--- config.mk ---
export PLATFORM = sky130hd
export DESIGN_NAME = sync_fifo_flags
export DESIGN_NICKNAME = d
export VERILOG_FILES = /design/src/rtl/fifo_pkg.sv /design/src/rtl/fifo_mem.sv /design/src/rtl/sync_fifo_flags.sv
export SDC_FILE = /design/constraint.sdc
export NUM_CORES = 1
export LEC_CHECK = 0
export ABC_AREA = 1
export ABC_CLOCK_PERIOD_IN_PS = 8600
export CORE_MARGIN = 1
export CORE_UTILIZATION = 31
export DETAILED_ROUTE_END_ITERATION = 8
export GPL_ROUTABILITY_DRIVEN = 0
export GPL_TIMING_DRIVEN = 0
export PLACE_DENSITY_LB_ADDON = 0.05
export RECOVER_POWER = 100
export SYNTH_ARGS = -nofsm -noshare
export SYNTH_HDL_FRONTEND = slang
export SYNTH_SLANG_ARGS = --single-unit
--- constraint.sdc ---
create_clock -name clk -period 8.6 [get_ports clk]
set_input_delay 1.72 -clock clk [delete_from_list [all_inputs] [get_ports clk]]
set_output_delay 1.72 -clock clk [all_outputs]
set_load 0.02 [all_outputs]
--- src/rtl/fifo_pkg.sv ---
// Shared constants and helpers for the single-clock FIFO.
//   FIFO_MODE_STD  : registered read, rdata/rvalid one cycle after an accepted read
//   FIFO_MODE_FWFT : first-word-fall-through, head entry visible on rdata
//   clog2()        : ceiling log2, usable in constant expressions
package fifo_pkg;

   localparam int FIFO_MODE_STD  = 0;
   localparam int FIFO_MODE_FWFT = 1;

   function automatic int clog2(input int value);
      int res;
      int v;
      res = 0;
      v   = value - 1;
      while (v > 0) begin
         res = res + 1;
         v   = v >> 1;
      end
      return res;
   endfunction

endpackage

--- src/rtl/fifo_mem.sv ---
// Storage array for sync_fifo_flags: synchronous write, combinational read, no reset.
//   clk      in   clock
//   we_i     in   write enable
//   waddr_i  in   write address
//   wdata_i  in   write data
//   raddr_i  in   read address
//   rdata_o  out  read data (combinational from raddr_i)
module fifo_mem #(
   parameter int DSIZE = 11,
   parameter int AW    = 4
) (
   input  logic             clk,
   input  logic             we_i,
   input  logic [AW-1:0]    waddr_i,
   input  logic [DSIZE-1:0] wdata_i,
   input  logic [AW-1:0]    raddr_i,
   output logic [DSIZE-1:0] rdata_o
);

   logic [DSIZE-1:0] mem_q [2**AW];

   always_ff @(posedge clk) begin
      if (we_i) mem_q[waddr_i] <= wdata_i;
   end

   assign rdata_o = mem_q[raddr_i];

endmodule

--- src/rtl/sync_fifo_flags.sv ---
// Single-clock FIFO with selectable read mode, almost flags, occupancy count,
// synchronous flush and sticky overflow/underflow.
//   clk, rst        clock, asynchronous active-high reset
//   flush           synchronous clear of pointers, rvalid and error flags
//   valid, wreq     write gate and write request
//   wdata           write data
//   rreq            read request (pop in FWFT mode)
//   rdata, rvalid   read data and qualifier
//   wfull, rempty   count == DEPTH / count == 0
//   almost_full     count >= AFULL_THRESH
//   almost_empty    count <= AEMPTY_THRESH
//   count           occupancy 0..DEPTH
//   overflow        sticky: a write was dropped
//   underflow       sticky: a read was rejected
module sync_fifo_flags
   import fifo_pkg::*;
#(
   parameter int DSIZE         = 11,
   parameter int ASIZE         = 4,
   parameter int FWFT          = 0,
   parameter int AFULL_THRESH  = 2**ASIZE - 2,
   parameter int AEMPTY_THRESH = 2
) (
   input  logic             clk,
   input  logic             rst,
   input  logic             flush,
   input  logic             valid,
   input  logic             wreq,
   input  logic [DSIZE-1:0] wdata,
   input  logic             rreq,
   output logic [DSIZE-1:0] rdata,
   output logic             rvalid,
   output logic             wfull,
   output logic             rempty,
   output logic             almost_full,
   output logic             almost_empty,
   output logic [ASIZE:0]   count,
   output logic             overflow,
   output logic             underflow
);

   localparam int DEPTH = 2**ASIZE;
   localparam int AW    = clog2(DEPTH);
   localparam int CW    = ASIZE + 1;

   localparam logic [ASIZE:0] DEPTH_C  = CW'(DEPTH);
   localparam logic [ASIZE:0] AFULL_C  = CW'(AFULL_THRESH);
   localparam logic [ASIZE:0] AEMPTY_C = CW'(AEMPTY_THRESH);

   if (AFULL_THRESH > DEPTH || AEMPTY_THRESH >= DEPTH) begin : g_bad_thresh
      $error("sync_fifo_flags: AFULL_THRESH must be <= DEPTH and AEMPTY_THRESH < DEPTH");
   end

   logic [ASIZE:0]   wptr_q, wptr_d;
   logic [ASIZE:0]   rptr_q, rptr_d;
   logic             ovf_q, ovf_d;
   logic             unf_q, unf_d;
   logic [ASIZE:0]   count_w;
   logic             full_w, empty_w;
   logic             wa, ra;
   logic [DSIZE-1:0] mem_rdata;

   // Extra pointer MSB makes the difference span 0..DEPTH, so occupancy
   // comes straight from the registered pointers.
   assign count_w = wptr_q - rptr_q;
   assign full_w  = (count_w == DEPTH_C);
   assign empty_w = (count_w == '0);

   assign ra = rreq & ~empty_w;
   // A read in the same cycle frees the slot, so a full FIFO still takes the write.
   assign wa = valid & wreq & (~full_w | ra);

   always_comb begin
      wptr_d = wptr_q;
      rptr_d = rptr_q;
      ovf_d  = ovf_q | (valid & wreq & ~wa);
      unf_d  = unf_q | (rreq & ~ra);
      if (wa) wptr_d = wptr_q + 1'b1;
      if (ra) rptr_d = rptr_q + 1'b1;
   end

   always_ff @(posedge clk or posedge rst) begin
      if (rst) begin
         wptr_q <= '0;
         rptr_q <= '0;
         ovf_q  <= 1'b0;
         unf_q  <= 1'b0;
      end else if (flush) begin
         wptr_q <= '0;
         rptr_q <= '0;
         ovf_q  <= 1'b0;
         unf_q  <= 1'b0;
      end else begin
         wptr_q <= wptr_d;
         rptr_q <= rptr_d;
         ovf_q  <= ovf_d;
         unf_q  <= unf_d;
      end
   end

   fifo_mem #(
      .DSIZE (DSIZE),
      .AW    (AW)
   ) u_mem (
      .clk     (clk),
      .we_i    (wa & ~flush),
      .waddr_i (wptr_q[AW-1:0]),
      .wdata_i (wdata),
      .raddr_i (rptr_q[AW-1:0]),
      .rdata_o (mem_rdata)
   );

   if (FWFT == FIFO_MODE_FWFT) begin : g_fwft
      // Memory has no reset; masking while empty keeps rdata at 0 after reset/flush.
      assign rdata  = empty_w ? '0 : mem_rdata;
      assign rvalid = ~empty_w;
   end else begin : g_std
      logic [DSIZE-1:0] rdata_q;
      logic             rvalid_q;

      always_ff @(posedge clk or posedge rst) begin
         if (rst) begin
            rdata_q  <= '0;
            rvalid_q <= 1'b0;
         end else if (flush) begin
            rvalid_q <= 1'b0;
         end else begin
            rvalid_q <= ra;
            if (ra) rdata_q <= mem_rdata;
         end
      end

      assign rdata  = rdata_q;
      assign rvalid = rvalid_q;
   end

   assign count        = count_w;
   assign wfull        = full_w;
   assign rempty       = empty_w;
   assign almost_full  = (count_w >= AFULL_C);
   assign almost_empty = (count_w <= AEMPTY_C);
   assign overflow     = ovf_q;
   assign underflow    = unf_q;

endmodule

==> run_results.csv <==
group,metric,value,unit
placed_design,port_buffers,39,
clock_network,path_clk_slew,0.07,ns
worst_setup_path,cp-endpoint,"rempty",
synth,synthArstFlopShare,0.120,
pwr,ir_worst_vdd,0.0984,mV
hold_path,min_from,"rdata[2]",
status,run_status,"finished, violations left",
die,die_w,169,um
worst_setup_path,reg2reg_setup_slack,3.52,ns
synth,ys_top_cells_by_area,"edfxtp_1 61%, nor2_1 7.4%, dfrtp_1 7.0%",
timing,rsz0062_at_grt,"false",
pwr,power.leakage,3.60,nW
route,final_antenna_net_count,0,
clock_network,clk-insertion-delay-late,0.43,ns
worst_setup_path,crit_required,6.88,ns
placed_design,dp_hpwl,17900,um
worst_setup_path,regToRegStartpoint,"rptr_q[2]",
die,rows,60,
route,wire_per_inst,21.5,um
worst_setup_path,setup.worst_path.start_class,"flip-flop",
die,io_pins,40,
pwr,p_total,2.96,mW
synth,seq_area_frac_synth,0.682,
clock_network,post-cts-setup-buffer-count,0,
worst_setup_path,r2r-end,"u_mem.mem_q[12][7]",
route,vias_per_cell,4.87,
layout,antennaDiodeCount,0,
synth,synth_fp_nets,798,
layout,final_nets,857,
worst_setup_path,slowest_stage,"dlygate4sd3_1",
synth,synthCells,771,
job,maxCapViolations,2,
synth,ys_types,33,
worst_setup_path,slowest_delay,0.71,ns
timing,fmax,176,MHz
placed_design,pre_cts_ws,3.77,ns
clock_network,cts_tree,"built",
worst_setup_path,worstPathMaxFanout,10,
synth,yosys_warnings,0,
route,first_iter_violations,498,
worst_setup_path,end_kind,"primary output",
timing,timing.final.crit_share,0.662,
timing,final_max_slew_viol_count,13,
status,violations,"capacitance limit, slew limit",
route,firstDrtPassIters,5,
clock_network,cts-resized-gates,0,
synth,synthFlopType,"edfxtp_1",
timing,period_minus_slack,5.70,ns
layout,final_layout_size_suffix_gt1_frac,0.0724,
worst_setup_path,worst-r2r-cell-count,12,
clock_network,cts_hold_buf,0,
die,core_area,0.0271,mm^2
global_routing,grt_usage,0.191,
synth,synth_top_area_share,0.612,
layout,final_area,0.00990,mm^2
clock_network,cts.sinks,200,
clock_network,root_buffer,"clkbuf_16",
clock_network,h-tree-depth,4,
timing,setup_slack,2.90,ns
synth,synth.avg_cell_area,11.2,um^2
worst_setup_path,crit_type,"reg -> out",
pwr,power_density,299,mW/mm^2
timing,report.final.hold_viol_count,0,
worst_setup_path,startpoint,"rptr_q[2]",
synth,yosys.area.top_type,"edfxtp_1",
timing,fin_tns_setup,0,ns
route,num_vias,5913,
clock_network,cts.path.max_buffers,2,
synth,synth_edf_count,176,
die,start_util,0.319,
die,die_area,0.0285,mm^2
global_routing,grt_max_degree,25,
global_routing,grt_overflow,0,
worst_setup_path,crit_chain,"clkbuf_1, clkinv_1, clkbuf_1, ha_1, a21oi_1, nand3_1, nand2_1, nand2_1, nor2_1, dlygate4sd3_1",
synth,syn_area,0.00863,mm^2
global_routing,grt_pass1_wl,38300,um
layout,area_growth,14.6,%
timing,setup_viol,0,
placed_design,placed_area,0.00950,mm^2
timing,relSlewSlack,-0.0345,
global_routing,grt_pass1_vias,5569,
route,wl,26200,um
die,die_h,169,um
clock_network,cts_buffers,17,
hold_path,hold_class,"reg -> reg",
worst_setup_path,cp.arrival,3.98,ns
timing,skew,0.00822,ns
global_routing,antenna_found_initial,0,
route,drc_errors,0,
synth,ys_ff_latch,200,
timing,worst_slew_pin_slew,1.55,ns
## registers in the layout, summed over array words and instances (netlist names)
signal       flops
wptr_q           5
underflow        1
overflow         1
rvalid           1
rdata           11
u_mem.mem_q    176
rptr_q           5
## cells in the mapped netlist, types with 3 or more instances
cell        n
edfxtp_1  176
nor2_1    170
nand2_1   118
o21ai_0    89
nand3_1    53
dfrtp_1    24
inv_1      22
buf_2      19
clkbuf_1   15
o21ai_2    12
nor2_2     11
a21oi_1     9
ha_1        9
nand2_2     8
nand4_1     5
xor2_1      5
o211ai_1    3
## cells by family after synthesis
family | synth area share
AND/OR/NAND/NOR | 0.186
flip-flops | 0.682
AO/OA/AOI/OAI | 0.0716
buffers and inverters | 0.0364
adder cells (fa/ha/maj) | 0.0154
XOR/XNOR | 0.00898
## area by class of cell
class                           count  area (um^2)
Buffer                             40          176
Clock buffer                       17          425
Clock inverter                     14          139
Fill cell                        2693        17200
Inverter                           26         97.6
Multi-Input combinational cell    505         2310
Sequential cell                   200         5890
Tap cell                          372          465
Timing Repair Buffer               40          394
## where the power goes
group          internal [mW]  leakage, nW  switching (mW)
logic                  0.319         1.43           0.729
registers               1.09         1.90          0.0265
clock network          0.407        0.270           0.385
## metrics by stage
step,utilization,hold WS (ns),cells
floorplan,-,0.528,771
global placement,0.350,0.476,1182
detailed placement,0.350,0.471,1183
CTS,0.371,0.491,1214
global route,0.365,0.510,1214
finish,0.365,0.479,1214
## worst min path at each step
stage          slack, ns        end  cells after the start
2_1_floorplan       0.53  wptr_q[4]                      2
3_3_place_gp        0.48   rdata[2]                      2
3_5_place_dp        0.47   rdata[2]                      2
4_1_cts             0.49   rdata[2]                      2
5_1_grt             0.51   rdata[6]                      2
6_report            0.48   rdata[2]                      2
## metal layers
metal	up-vias	GRT usage	wire, um
met2	144	0.276	11500
met5	-	0	0
met1	2982	0.294	13300
met3	14	0.0274	1110
met4	0	0.0514	254
li1	2773	-	-
## layout by cell type, fill, tap and decap left out, types with 2 or more instances in the layout
| cell type | synthesis | final |
|---|---|---|
| nor2_1 | 170 | 181 |
| edfxtp_1 | 176 | 176 |
| nand2_1 | 118 | 123 |
| o21ai_0 | 89 | 97 |
| nand3_1 | 53 | 56 |
| dlygate4sd3_1 | 0 | 35 |
| dfrtp_1 | 24 | 24 |
| inv_1 | 22 | 22 |
| clkbuf_1 | 15 | 20 |
| buf_2 | 19 | 18 |
| clkbuf_16 | 0 | 17 |
| a21oi_1 | 9 | 9 |
| ha_1 | 9 | 9 |
| nand4_1 | 5 | 6 |
| xor2_1 | 5 | 5 |
| nand2_2 | 8 | 4 |
| o21ai_2 | 12 | 4 |
| inv_6 | 0 | 4 |
| clkdlybuf4s50_1 | 0 | 4 |
| clkinv_1 | 2 | 3 |
| o211ai_1 | 3 | 3 |
| clkinvlp_4 | 0 | 3 |
| inv_8 | 0 | 3 |
| xnor2_1 | 2 | 2 |
| inv_2 | 2 | 2 |
| buf_1 | 2 | 2 |
| nand3b_1 | 2 | 2 |
## critical path, delay by kind of cell (launching register included)
kind                       cells  cell delay [ns]
DFF                            1             0.33
AOI/OAI and AO/OA              1             0.20
buffers and inverters          4             1.99
adders and majority gates      1             0.48
and+or+nand+nor                4             0.54
No activity file was read; power rests on OpenSTA's default activity.
